<file path="config.mk">
export PLATFORM = sky130hd
export DESIGN_NAME = pipeline_hzctl_flat
export DESIGN_NICKNAME = d
export VERILOG_FILES = /design/src/rtl/pipeline_hzctl_if.sv /design/src/rtl/pipeline_hzctl.sv /design/src/flat_wrapper.sv
export SDC_FILE = /design/constraint.sdc
export NUM_CORES = 1
export LEC_CHECK = 0
export CAP_MARGIN = 5
export CORE_ASPECT_RATIO = 1.1
export CORE_UTILIZATION = 35
export DETAILED_ROUTE_END_ITERATION = 8
export HOLD_SLACK_MARGIN = 0.15
export PLACE_DENSITY = 0.7
export SKIP_LAST_GASP = 1
export SYNTH_ARGS = -nofsm -noshare
export SYNTH_HDL_FRONTEND = slang
export SYNTH_SLANG_ARGS = --single-unit
</file>
<file path="constraint.sdc">
create_clock -name clk -period 2.94 [get_ports clk]
set_input_delay 0.735 -clock clk [delete_from_list [all_inputs] [get_ports clk]]
set_output_delay 0.735 -clock clk [all_outputs]
set_load 0.02 [all_outputs]
</file>
<file path="src/rtl/pipeline_hzctl_if.sv">
// rtl/pipeline_hzctl_if.sv - pipeline-side signal bundle for the hazard/stall controller
interface pipeline_hzctl_if #(
    parameter int CNTW = 16
);
    logic [4:0]      rs_d;
    logic [4:0]      rt_d;
    logic [4:0]      rs_e;
    logic [4:0]      rt_e;
    logic [4:0]      writereg_e;
    logic [4:0]      writereg_m;
    logic [4:0]      writereg_w;
    logic            regwrite_e;
    logic            regwrite_m;
    logic            regwrite_w;
    logic            memtoreg_e;
    logic            memtoreg_m;
    logic            branch_d;
    logic            jumptoreg_d;
    logic            pcsrc_d;
    logic            imem_ready;
    logic            dmem_req_m;
    logic            dmem_ready;

    logic            stall_f;
    logic            stall_d;
    logic            stall_e;
    logic            stall_m;
    logic            flush_d;
    logic            flush_e;
    logic            flush_w;
    logic            fwda_d;
    logic            fwdb_d;
    logic [1:0]      fwda_e;
    logic [1:0]      fwdb_e;
    logic [CNTW-1:0] cnt_ld;
    logic [CNTW-1:0] cnt_br;
    logic [CNTW-1:0] cnt_mem;
    logic [1:0]      state;

    modport master (
        output rs_d, rt_d, rs_e, rt_e, writereg_e, writereg_m, writereg_w,
               regwrite_e, regwrite_m, regwrite_w, memtoreg_e, memtoreg_m,
               branch_d, jumptoreg_d, pcsrc_d, imem_ready, dmem_req_m, dmem_ready,
        input  stall_f, stall_d, stall_e, stall_m, flush_d, flush_e, flush_w,
               fwda_d, fwdb_d, fwda_e, fwdb_e, cnt_ld, cnt_br, cnt_mem, state
    );

    modport slave (
        input  rs_d, rt_d, rs_e, rt_e, writereg_e, writereg_m, writereg_w,
               regwrite_e, regwrite_m, regwrite_w, memtoreg_e, memtoreg_m,
               branch_d, jumptoreg_d, pcsrc_d, imem_ready, dmem_req_m, dmem_ready,
        output stall_f, stall_d, stall_e, stall_m, flush_d, flush_e, flush_w,
               fwda_d, fwdb_d, fwda_e, fwdb_e, cnt_ld, cnt_br, cnt_mem, state
    );
endinterface

</file>
<file path="src/rtl/pipeline_hzctl.sv">
// rtl/pipeline_hzctl.sv - 5-stage MIPS hazard, forwarding, memory-wait and stall-statistics controller
module pipeline_hzctl #(
    parameter int CNTW = 16
) (
    input  logic            clk,
    input  logic            reset_n,
    pipeline_hzctl_if.slave hz
);

    typedef enum logic [1:0] {
        ST_RUN   = 2'b00,
        ST_IWAIT = 2'b01,
        ST_DWAIT = 2'b10
    } state_e;

    state_e          state_q, state_d;
    logic [CNTW-1:0] cnt_ld_q, cnt_ld_d;
    logic [CNTW-1:0] cnt_br_q, cnt_br_d;
    logic [CNTW-1:0] cnt_mem_q, cnt_mem_d;

    logic            ld_hz, br_hz, hz_any;
    logic            br_rs, br_rt;
    logic            dmiss, imiss;

    logic            stall_f, stall_d, stall_e, stall_m;
    logic            flush_d, flush_e, flush_w;
    logic            fwda_d, fwdb_d;
    logic [1:0]      fwda_e, fwdb_e;

    // Register $0 is hardwired to zero, so it never creates a dependency.
    function automatic logic reg_match(input logic [4:0] a, input logic [4:0] b);
        return (a == b) && (a != 5'd0);
    endfunction

    function automatic logic [1:0] fwd_sel(input logic [4:0] src,
                                           input logic       rw_m,
                                           input logic [4:0] wr_m,
                                           input logic       rw_w,
                                           input logic [4:0] wr_w);
        if (rw_m && reg_match(src, wr_m)) begin
            return 2'b10;
        end else if (rw_w && reg_match(src, wr_w)) begin
            return 2'b01;
        end
        return 2'b00;
    endfunction

    always_comb begin
        ld_hz  = hz.memtoreg_e & hz.regwrite_e &
                 (reg_match(hz.rs_d, hz.writereg_e) | reg_match(hz.rt_d, hz.writereg_e));
        // ID comparator needs the value now: an EX producer is not ready, nor is a MEM load.
        br_rs  = (hz.regwrite_e & reg_match(hz.rs_d, hz.writereg_e)) |
                 (hz.memtoreg_m & reg_match(hz.rs_d, hz.writereg_m));
        br_rt  = (hz.regwrite_e & reg_match(hz.rt_d, hz.writereg_e)) |
                 (hz.memtoreg_m & reg_match(hz.rt_d, hz.writereg_m));
        br_hz  = (hz.branch_d & (br_rs | br_rt)) | (hz.jumptoreg_d & br_rs);
        hz_any = ld_hz | br_hz;
        dmiss  = hz.dmem_req_m & ~hz.dmem_ready;
        imiss  = ~hz.imem_ready;
    end

    always_comb begin
        state_d = state_q;
        case (state_q)
            ST_RUN: begin
                if (dmiss) begin
                    state_d = ST_DWAIT;
                end else if (imiss) begin
                    state_d = ST_IWAIT;
                end
            end
            ST_IWAIT: begin
                if (dmiss) begin
                    state_d = ST_DWAIT;
                end else if (!imiss) begin
                    state_d = ST_RUN;
                end
            end
            ST_DWAIT: begin
                if (!dmiss) begin
                    state_d = imiss ? ST_IWAIT : ST_RUN;
                end
            end
            default: state_d = ST_RUN;
        endcase
    end

    // Strobes follow the next state so a miss freezes the pipe in the cycle it is seen.
    always_comb begin
        stall_f = 1'b0;
        stall_d = 1'b0;
        stall_e = 1'b0;
        stall_m = 1'b0;
        flush_d = 1'b0;
        flush_e = 1'b0;
        flush_w = 1'b0;
        if (!reset_n) begin
            flush_d = 1'b1;
            flush_e = 1'b1;
            flush_w = 1'b1;
        end else begin
            case (state_d)
                ST_DWAIT: begin
                    stall_f = 1'b1;
                    stall_d = 1'b1;
                    stall_e = 1'b1;
                    stall_m = 1'b1;
                    flush_w = 1'b1;
                end
                ST_IWAIT: begin
                    stall_f = 1'b1;
                    flush_d = 1'b1;
                    stall_d = hz_any;
                    flush_e = hz_any;
                end
                default: begin
                    stall_f = hz_any;
                    stall_d = hz_any;
                    flush_e = hz_any;
                    flush_d = hz.pcsrc_d & ~hz_any;
                end
            endcase
        end
    end

    always_comb begin
        fwda_d = 1'b0;
        fwdb_d = 1'b0;
        fwda_e = 2'b00;
        fwdb_e = 2'b00;
        if (reset_n) begin
            fwda_d = hz.regwrite_m & reg_match(hz.rs_d, hz.writereg_m);
            fwdb_d = hz.regwrite_m & reg_match(hz.rt_d, hz.writereg_m);
            fwda_e = fwd_sel(hz.rs_e, hz.regwrite_m, hz.writereg_m, hz.regwrite_w, hz.writereg_w);
            fwdb_e = fwd_sel(hz.rt_e, hz.regwrite_m, hz.writereg_m, hz.regwrite_w, hz.writereg_w);
        end
    end

    // One counter per cycle: memory wait outranks load-use, which outranks branch.
    always_comb begin
        cnt_ld_d  = cnt_ld_q;
        cnt_br_d  = cnt_br_q;
        cnt_mem_d = cnt_mem_q;
        if (state_d != ST_RUN) begin
            if (cnt_mem_q != '1) begin
                cnt_mem_d = cnt_mem_q + CNTW'(1);
            end
        end else if (ld_hz) begin
            if (cnt_ld_q != '1) begin
                cnt_ld_d = cnt_ld_q + CNTW'(1);
            end
        end else if (br_hz) begin
            if (cnt_br_q != '1) begin
                cnt_br_d = cnt_br_q + CNTW'(1);
            end
        end
    end

    always_ff @(posedge clk or negedge reset_n) begin
        if (!reset_n) begin
            state_q   <= ST_RUN;
            cnt_ld_q  <= '0;
            cnt_br_q  <= '0;
            cnt_mem_q <= '0;
        end else begin
            state_q   <= state_d;
            cnt_ld_q  <= cnt_ld_d;
            cnt_br_q  <= cnt_br_d;
            cnt_mem_q <= cnt_mem_d;
        end
    end

    assign hz.stall_f = stall_f;
    assign hz.stall_d = stall_d;
    assign hz.stall_e = stall_e;
    assign hz.stall_m = stall_m;
    assign hz.flush_d = flush_d;
    assign hz.flush_e = flush_e;
    assign hz.flush_w = flush_w;
    assign hz.fwda_d  = fwda_d;
    assign hz.fwdb_d  = fwdb_d;
    assign hz.fwda_e  = fwda_e;
    assign hz.fwdb_e  = fwdb_e;
    assign hz.cnt_ld  = cnt_ld_q;
    assign hz.cnt_br  = cnt_br_q;
    assign hz.cnt_mem = cnt_mem_q;
    assign hz.state   = state_q;

endmodule

</file>
<file path="src/flat_wrapper.sv">
// flat-port wrapper written by rule: the top's interface ports become plain ports
module pipeline_hzctl_flat 
#(
    parameter int CNTW = 16
)
  (clk, reset_n, hz_rs_d, hz_rt_d, hz_rs_e, hz_rt_e, hz_writereg_e, hz_writereg_m, hz_writereg_w, hz_regwrite_e, hz_regwrite_m, hz_regwrite_w, hz_memtoreg_e, hz_memtoreg_m, hz_branch_d, hz_jumptoreg_d, hz_pcsrc_d, hz_imem_ready, hz_dmem_req_m, hz_dmem_ready, hz_stall_f, hz_stall_d, hz_stall_e, hz_stall_m, hz_flush_d, hz_flush_e, hz_flush_w, hz_fwda_d, hz_fwdb_d, hz_fwda_e, hz_fwdb_e, hz_cnt_ld, hz_cnt_br, hz_cnt_mem, hz_state);
  pipeline_hzctl_if #(.CNTW(CNTW)) hz_i ();
  input  logic clk;
  input  logic reset_n;
  input wire logic [$bits(hz_i.rs_d)-1:0] hz_rs_d;
  input wire logic [$bits(hz_i.rt_d)-1:0] hz_rt_d;
  input wire logic [$bits(hz_i.rs_e)-1:0] hz_rs_e;
  input wire logic [$bits(hz_i.rt_e)-1:0] hz_rt_e;
  input wire logic [$bits(hz_i.writereg_e)-1:0] hz_writereg_e;
  input wire logic [$bits(hz_i.writereg_m)-1:0] hz_writereg_m;
  input wire logic [$bits(hz_i.writereg_w)-1:0] hz_writereg_w;
  input wire logic [$bits(hz_i.regwrite_e)-1:0] hz_regwrite_e;
  input wire logic [$bits(hz_i.regwrite_m)-1:0] hz_regwrite_m;
  input wire logic [$bits(hz_i.regwrite_w)-1:0] hz_regwrite_w;
  input wire logic [$bits(hz_i.memtoreg_e)-1:0] hz_memtoreg_e;
  input wire logic [$bits(hz_i.memtoreg_m)-1:0] hz_memtoreg_m;
  input wire logic [$bits(hz_i.branch_d)-1:0] hz_branch_d;
  input wire logic [$bits(hz_i.jumptoreg_d)-1:0] hz_jumptoreg_d;
  input wire logic [$bits(hz_i.pcsrc_d)-1:0] hz_pcsrc_d;
  input wire logic [$bits(hz_i.imem_ready)-1:0] hz_imem_ready;
  input wire logic [$bits(hz_i.dmem_req_m)-1:0] hz_dmem_req_m;
  input wire logic [$bits(hz_i.dmem_ready)-1:0] hz_dmem_ready;
  output wire logic [$bits(hz_i.stall_f)-1:0] hz_stall_f;
  output wire logic [$bits(hz_i.stall_d)-1:0] hz_stall_d;
  output wire logic [$bits(hz_i.stall_e)-1:0] hz_stall_e;
  output wire logic [$bits(hz_i.stall_m)-1:0] hz_stall_m;
  output wire logic [$bits(hz_i.flush_d)-1:0] hz_flush_d;
  output wire logic [$bits(hz_i.flush_e)-1:0] hz_flush_e;
  output wire logic [$bits(hz_i.flush_w)-1:0] hz_flush_w;
  output wire logic [$bits(hz_i.fwda_d)-1:0] hz_fwda_d;
  output wire logic [$bits(hz_i.fwdb_d)-1:0] hz_fwdb_d;
  output wire logic [$bits(hz_i.fwda_e)-1:0] hz_fwda_e;
  output wire logic [$bits(hz_i.fwdb_e)-1:0] hz_fwdb_e;
  output wire logic [$bits(hz_i.cnt_ld)-1:0] hz_cnt_ld;
  output wire logic [$bits(hz_i.cnt_br)-1:0] hz_cnt_br;
  output wire logic [$bits(hz_i.cnt_mem)-1:0] hz_cnt_mem;
  output wire logic [$bits(hz_i.state)-1:0] hz_state;
  assign hz_i.rs_d = hz_rs_d;
  assign hz_i.rt_d = hz_rt_d;
  assign hz_i.rs_e = hz_rs_e;
  assign hz_i.rt_e = hz_rt_e;
  assign hz_i.writereg_e = hz_writereg_e;
  assign hz_i.writereg_m = hz_writereg_m;
  assign hz_i.writereg_w = hz_writereg_w;
  assign hz_i.regwrite_e = hz_regwrite_e;
  assign hz_i.regwrite_m = hz_regwrite_m;
  assign hz_i.regwrite_w = hz_regwrite_w;
  assign hz_i.memtoreg_e = hz_memtoreg_e;
  assign hz_i.memtoreg_m = hz_memtoreg_m;
  assign hz_i.branch_d = hz_branch_d;
  assign hz_i.jumptoreg_d = hz_jumptoreg_d;
  assign hz_i.pcsrc_d = hz_pcsrc_d;
  assign hz_i.imem_ready = hz_imem_ready;
  assign hz_i.dmem_req_m = hz_dmem_req_m;
  assign hz_i.dmem_ready = hz_dmem_ready;
  assign hz_stall_f = hz_i.stall_f;
  assign hz_stall_d = hz_i.stall_d;
  assign hz_stall_e = hz_i.stall_e;
  assign hz_stall_m = hz_i.stall_m;
  assign hz_flush_d = hz_i.flush_d;
  assign hz_flush_e = hz_i.flush_e;
  assign hz_flush_w = hz_i.flush_w;
  assign hz_fwda_d = hz_i.fwda_d;
  assign hz_fwdb_d = hz_i.fwdb_d;
  assign hz_fwda_e = hz_i.fwda_e;
  assign hz_fwdb_e = hz_i.fwdb_e;
  assign hz_cnt_ld = hz_i.cnt_ld;
  assign hz_cnt_br = hz_i.cnt_br;
  assign hz_cnt_mem = hz_i.cnt_mem;
  assign hz_state = hz_i.state;
  pipeline_hzctl #(.CNTW(CNTW)) u_core (.clk(clk), .reset_n(reset_n), .hz(hz_i));
endmodule
</file>
# Word level (Yosys, flattened, before mapping)
# Cells that the tools add are included.
# classes
add_sub_neg	3
n_eq_ne	15
n_mux	34
bitwise	22
n_reduce_logical	22
# op_table
operator	count
adder 16 x 1 -> 16 bit, second input constant	3
inequality test 16 bit, second input constant	3
equality test 5 bit	8
two-way mux 2 bit	13
nonzero test 5 bit	4
two-way mux 1 bit	19
bitwise AND 1 bit	12
logical AND 1 bit	12
bitwise OR 1 bit	6
one-hot mux 2 bit (3 select lines)	1
equality test 2 x 1 -> 1 bit, second input constant	2
equality test 2 bit, second input constant	2
inverter 1 bit	4
AND reduction 4 bit	1
AND reduction 3 bit	1
logical NOT 2 bit	1
one-hot mux 1 bit (2 select lines)	1
AND reduction 2 bit	1
nonzero test 2 bit	1
OR reduction 2 bit	1
# word_totals
ff_bits	50
in_bits	48
output_inout_bits	63
wordCells	100

# Depth between registers and ports, before layout
# depth
ltp_word	12
depth_mapped	11
mapped_depth_nobuf	9

# Worst setup path after synthesis
# No wires, ideal clock.
# synth_path
kind	input to output
startpoint	input port hz_rt_d[1]
endpoint	output port hz_flush_d
arrival_ns	2.432
t_required_ns	2.205
setup_slack_ns	-0.227
cell_stages	8
path_buffers	1
path_cell_list	or4_4 nor2_4 nor4_1 a21o_1 a21boi_4 buf_6 nand3_2 o211ai_2
# synth_via
elab_chain_cells	12
elab_cells_between_ends	18
cone_classes	2 x eq/ne; 2 x mux; 11 x bitwise; 3 x reduce/logical
# synth_lines
element	line	rtl
from (decl)	flat_wrapper.sv:11	input wire logic [$bits(hz_i.rt_d)-1:0] hz_rt_d;
equality test 5 bit or nonzero test 5 bit (tied branches)	pipeline_hzctl.sv:32	return (a == b) && (a != 5'd0);
logical AND 1 bit	pipeline_hzctl.sv:32	
bitwise AND 1 bit, on equally long branches	pipeline_hzctl.sv:54, pipeline_hzctl.sv:55	
bitwise OR 1 bit	pipeline_hzctl.sv:54	br_rt = (hz.regwrite_e & reg_match(hz.rt_d, hz.writereg_e)) |
bitwise OR 1 bit	pipeline_hzctl.sv:56	br_hz = (hz.branch_d & (br_rs | br_rt)) | (hz.jumptoreg_d & br_rs);
bitwise AND 1 bit	pipeline_hzctl.sv:56	
bitwise OR 1 bit	pipeline_hzctl.sv:56	
bitwise OR 1 bit (*)	pipeline_hzctl.sv:57	hz_any = ld_hz | br_hz;
inverter 1 bit (*)	pipeline_hzctl.sv:120	flush_d = hz.pcsrc_d & ~hz_any;
bitwise AND 1 bit (*)	pipeline_hzctl.sv:120	
one-hot mux 1 bit (2 select lines) (*)	pipeline_hzctl.sv:102	case (state_d)
two-way mux 1 bit (*)	pipeline_hzctl.sv:97	if (!reset_n) begin
to (decl)	flat_wrapper.sv:32	output wire logic [$bits(hz_i.flush_d)-1:0] hz_flush_d;
# Every way passes the cells marked *; elsewhere a longest branch is shown, timed or not.

# Final worst setup path
# layout_path
startpoint	input port hz_rs_d[2]
endpoint	output port hz_stall_d
# layout_via
elab_chain_cells	10
elab_cells_between_ends	17
cone_classes	2 x eq/ne; 2 x mux; 10 x bitwise; 3 x reduce/logical
# layout_lines
element	line	rtl
from (decl)	flat_wrapper.sv:10	input wire logic [$bits(hz_i.rs_d)-1:0] hz_rs_d;
equality test 5 bit or nonzero test 5 bit (tied branches)	pipeline_hzctl.sv:32	
logical AND 1 bit	pipeline_hzctl.sv:32	
bitwise AND 1 bit, on equally long branches	pipeline_hzctl.sv:52, pipeline_hzctl.sv:53	
bitwise OR 1 bit	pipeline_hzctl.sv:52	br_rs = (hz.regwrite_e & reg_match(hz.rs_d, hz.writereg_e)) |
bitwise OR 1 bit	pipeline_hzctl.sv:56	
bitwise AND 1 bit	pipeline_hzctl.sv:56	
bitwise OR 1 bit	pipeline_hzctl.sv:56	
bitwise OR 1 bit (*)	pipeline_hzctl.sv:57	
two-way mux 1 bit (*)	pipeline_hzctl.sv:102	
two-way mux 1 bit (*)	pipeline_hzctl.sv:97	
to (decl)	flat_wrapper.sv:29	output wire logic [$bits(hz_i.stall_d)-1:0] hz_stall_d;
# Marks and branches as above.

==> metrics.txt <==
status finished with violations; failing checks setup timing; syn avg cell area 10.3 um^2; part of the power in the clock network 0.245; Worst Skew 0.00897 ns; Die Footprint 9190 um^2; Post-synth EDFFs 0; Slew @ Worst Pin ~0.63 ns; top cell type's share of synthesized area 0.406; PwrDens around 400 nW/um^2; antenna cells 0; final wirelength 8180 um; chip width 91.5 um; Synth area leaders dfrtp_1 41%, xnor2_1 15%, xor2_1 8.8%, nand4_1 3.7%, nand3_1 2.9%; final hold vios 0; Post-DP HPWL 6410 um; cell with the most instances after synthesis xnor2_1; Final Util 0.583; worst-skew pair later-pin latency around 0.3 ns; worst min path class reg -> reg; Main synth FF type dfrtp_1; Root Driver clkbuf_8; number of remaining DRC errors 0; 1st-pass router iterations 4; Clock transition at path regs 0.09 ns; FMAX 310 MHz; via count 2834; CTS buffer count 5; largest net degree at the start of global routing between 50 and 60; worst setup margin -0.282 ns; switching part of the total 0.320; Post-synth ARST share 1.00; die height approximately 100 um; post-DR vias/cell between 4 and 5; worst vdd ir 0.238 mV; critical path arrival 2.49 ns; synth unique cells 44; crit end category output pin; hold_buf cts 0; vias in the first global route 2847; Int Pwr 1370 uW; synthesized flop and latch total 50; TritonCTS clock tree done; leakage ~0.0022 uW; I/O Buffers 110; max-cap violations 0; Synth Warn # 0; Slew Limit Fails 0; CTS Sinks 50; Iteration-0 DRC Markers 59; filler cell count 728; setup_tns -1.02 ns; Setup CP Type in -> out; global placement routability congestion 0.929; core area 8450 um^2; RSZ-0062 raised after global routing true; post-synth top area cell dfrtp_1; Relative slew margins 0.581; Place WS -1.00 ns; final period utilization 1.10; Mapped Cells 298; P_sw ~650 uW; logic gate share of total power 0.336; Setup Viol. Count Final 4; most instantiated cells after synthesis 52 x xnor2_1, 50 x dfrtp_1, 31 x xor2_1; Net Count, Synth 352; ANT nets after route 0; I/O pin count around 110; crit start category primary input; sequential cell area fraction in the yosys report 0.406; wire per inst 14.2 um; antenna violations before repair 0; final hold slack around 0.5 ns; all-layer global routing usage 0.180; first-pass GRT wire length 13200 um; htree depth 2; fraction of layout cells with a size suffix above 1 0.289; Initial Util 0.365; Max Buffers Root-to-Sink 2; Row Count 35; Crit path required time ~2.2 ns; crit path max fanout 3; Tmin final around 3.2 ns; grt total ovfl 0; Layout area overhead 59.7%; overall power 2020 uW; Final Net Count 517; synthesized cell area 3080 um^2; Seq pwr share 0.419
==> registers in the layout, indices dropped and copies added (netlist names) <==
| name | count |
|---|---|
| u_core.hz.cnt_ld | 16 |
| u_core.hz.cnt_mem | 16 |
| u_core.hz.cnt_br | 16 |
| u_core.hz.state | 2 |
==> metal layers <==
layer | global-route usage | wire length, um | vias to the layer above
li1 | - | - | 1379
met3 | 0.0553 | 594 | 10
met5 | 0 | 0 | -
met2 | 0.322 | 4120 | 95
met1 | 0.201 | 3330 | 1350
met4 | 0.0635 | 140 | 0
==> final timing paths <==
kind                                startpoint  slack [ns]               endpoint  cells past startpoint
min in group asynchronous              reset_n        0.64  u_core.hz.cnt_mem[12]                      2
setup / recovery                    hz_rs_d[2]       -0.28             hz_stall_d                     10
setup reg to reg           u_core.hz.cnt_ld[0]        0.89    u_core.hz.cnt_ld[1]                      7
hold reg to reg            u_core.hz.cnt_ld[4]        0.49    u_core.hz.cnt_ld[4]                      1
hold / removal             u_core.hz.cnt_ld[4]        0.49    u_core.hz.cnt_ld[4]                      1
max in group asynchronous              reset_n        1.88     u_core.hz.state[0]                      2
==> cell usage in the layout (no fill, tap or decap), types with 11 or more instances in the layout <==
master	synthesis	routed
clkdlybuf4s50_1	0	65
nand3_1	18	17
buf_2	0	11
nand2_1	22	22
dfrtp_1	50	50
nand4_1	18	18
buf_6	4	11
buf_4	1	57
xor2_1	31	29
dlygate4sd2_1	0	17
xnor2_1	52	49
==> worst max-delay path, cell delays in order <==
cell      delay (ns)
buf_6           0.09
or4_4           0.54
o211ai_4        0.19
nor3_2          0.07
o22ai_1         0.11
a21boi_4        0.25
buf_6           0.13
nand2_4         0.04
o21a_4          0.19
buf_6           0.12
==> per-stage QoR <==
stage               std cells  instance area (um^2)
finish                    575                  4920
global route              575                  4920
CTS                       573                  4840
detailed placement        559                  4650
global placement          559                  4650
floorplan                 298                  3110
==> cell type report <==
| cell class | instances | area, um^2 | area share |
|---|---|---|---|
| repair buffers | 166 | 1450 | 0.295 |
| inverters | 5 | 18.8 | 0.00381 |
| multi-input cells | 235 | 1950 | 0.395 |
| clock inverters | 3 | 48.8 | 0.00991 |
| flip-flops and latches | 50 | 1250 | 0.254 |
| well taps | 111 | 139 | 0.0282 |
| clock buffers | 5 | 68.8 | 0.0140 |
==> power groups by stage <==
stage	Sequential, uW	Combinational [uW]	Clock (uW)
3_3_place_gp	858	644	0
3_5_place_dp	861	660	0
6_report	848	679	495
2_1_floorplan	932	234	0
4_1_cts	848	665	513
5_1_grt	861	731	539
==> cell families after synthesis <==
kind of cell,after synthesis,share of synthesized area
AO/OA/AOI/OAI,16,0.0463
XOR/XNOR,83,0.236
adder cells (fa/ha/maj),6,0.0244
buffers and inverters,13,0.0268
flip-flops,50,0.406
multiplexers,3,0.0122
AND/OR/NAND/NOR,127,0.249
==> timing repair <==
action                     4_1_cts  5_1_grt
pin swaps                       22       15
gates cloned                     0        0
setup buffers                    6        3
resized for setup              146       21
setup endpoints to repair       13       12
No activity file was read; power rests on OpenSTA's default activity.
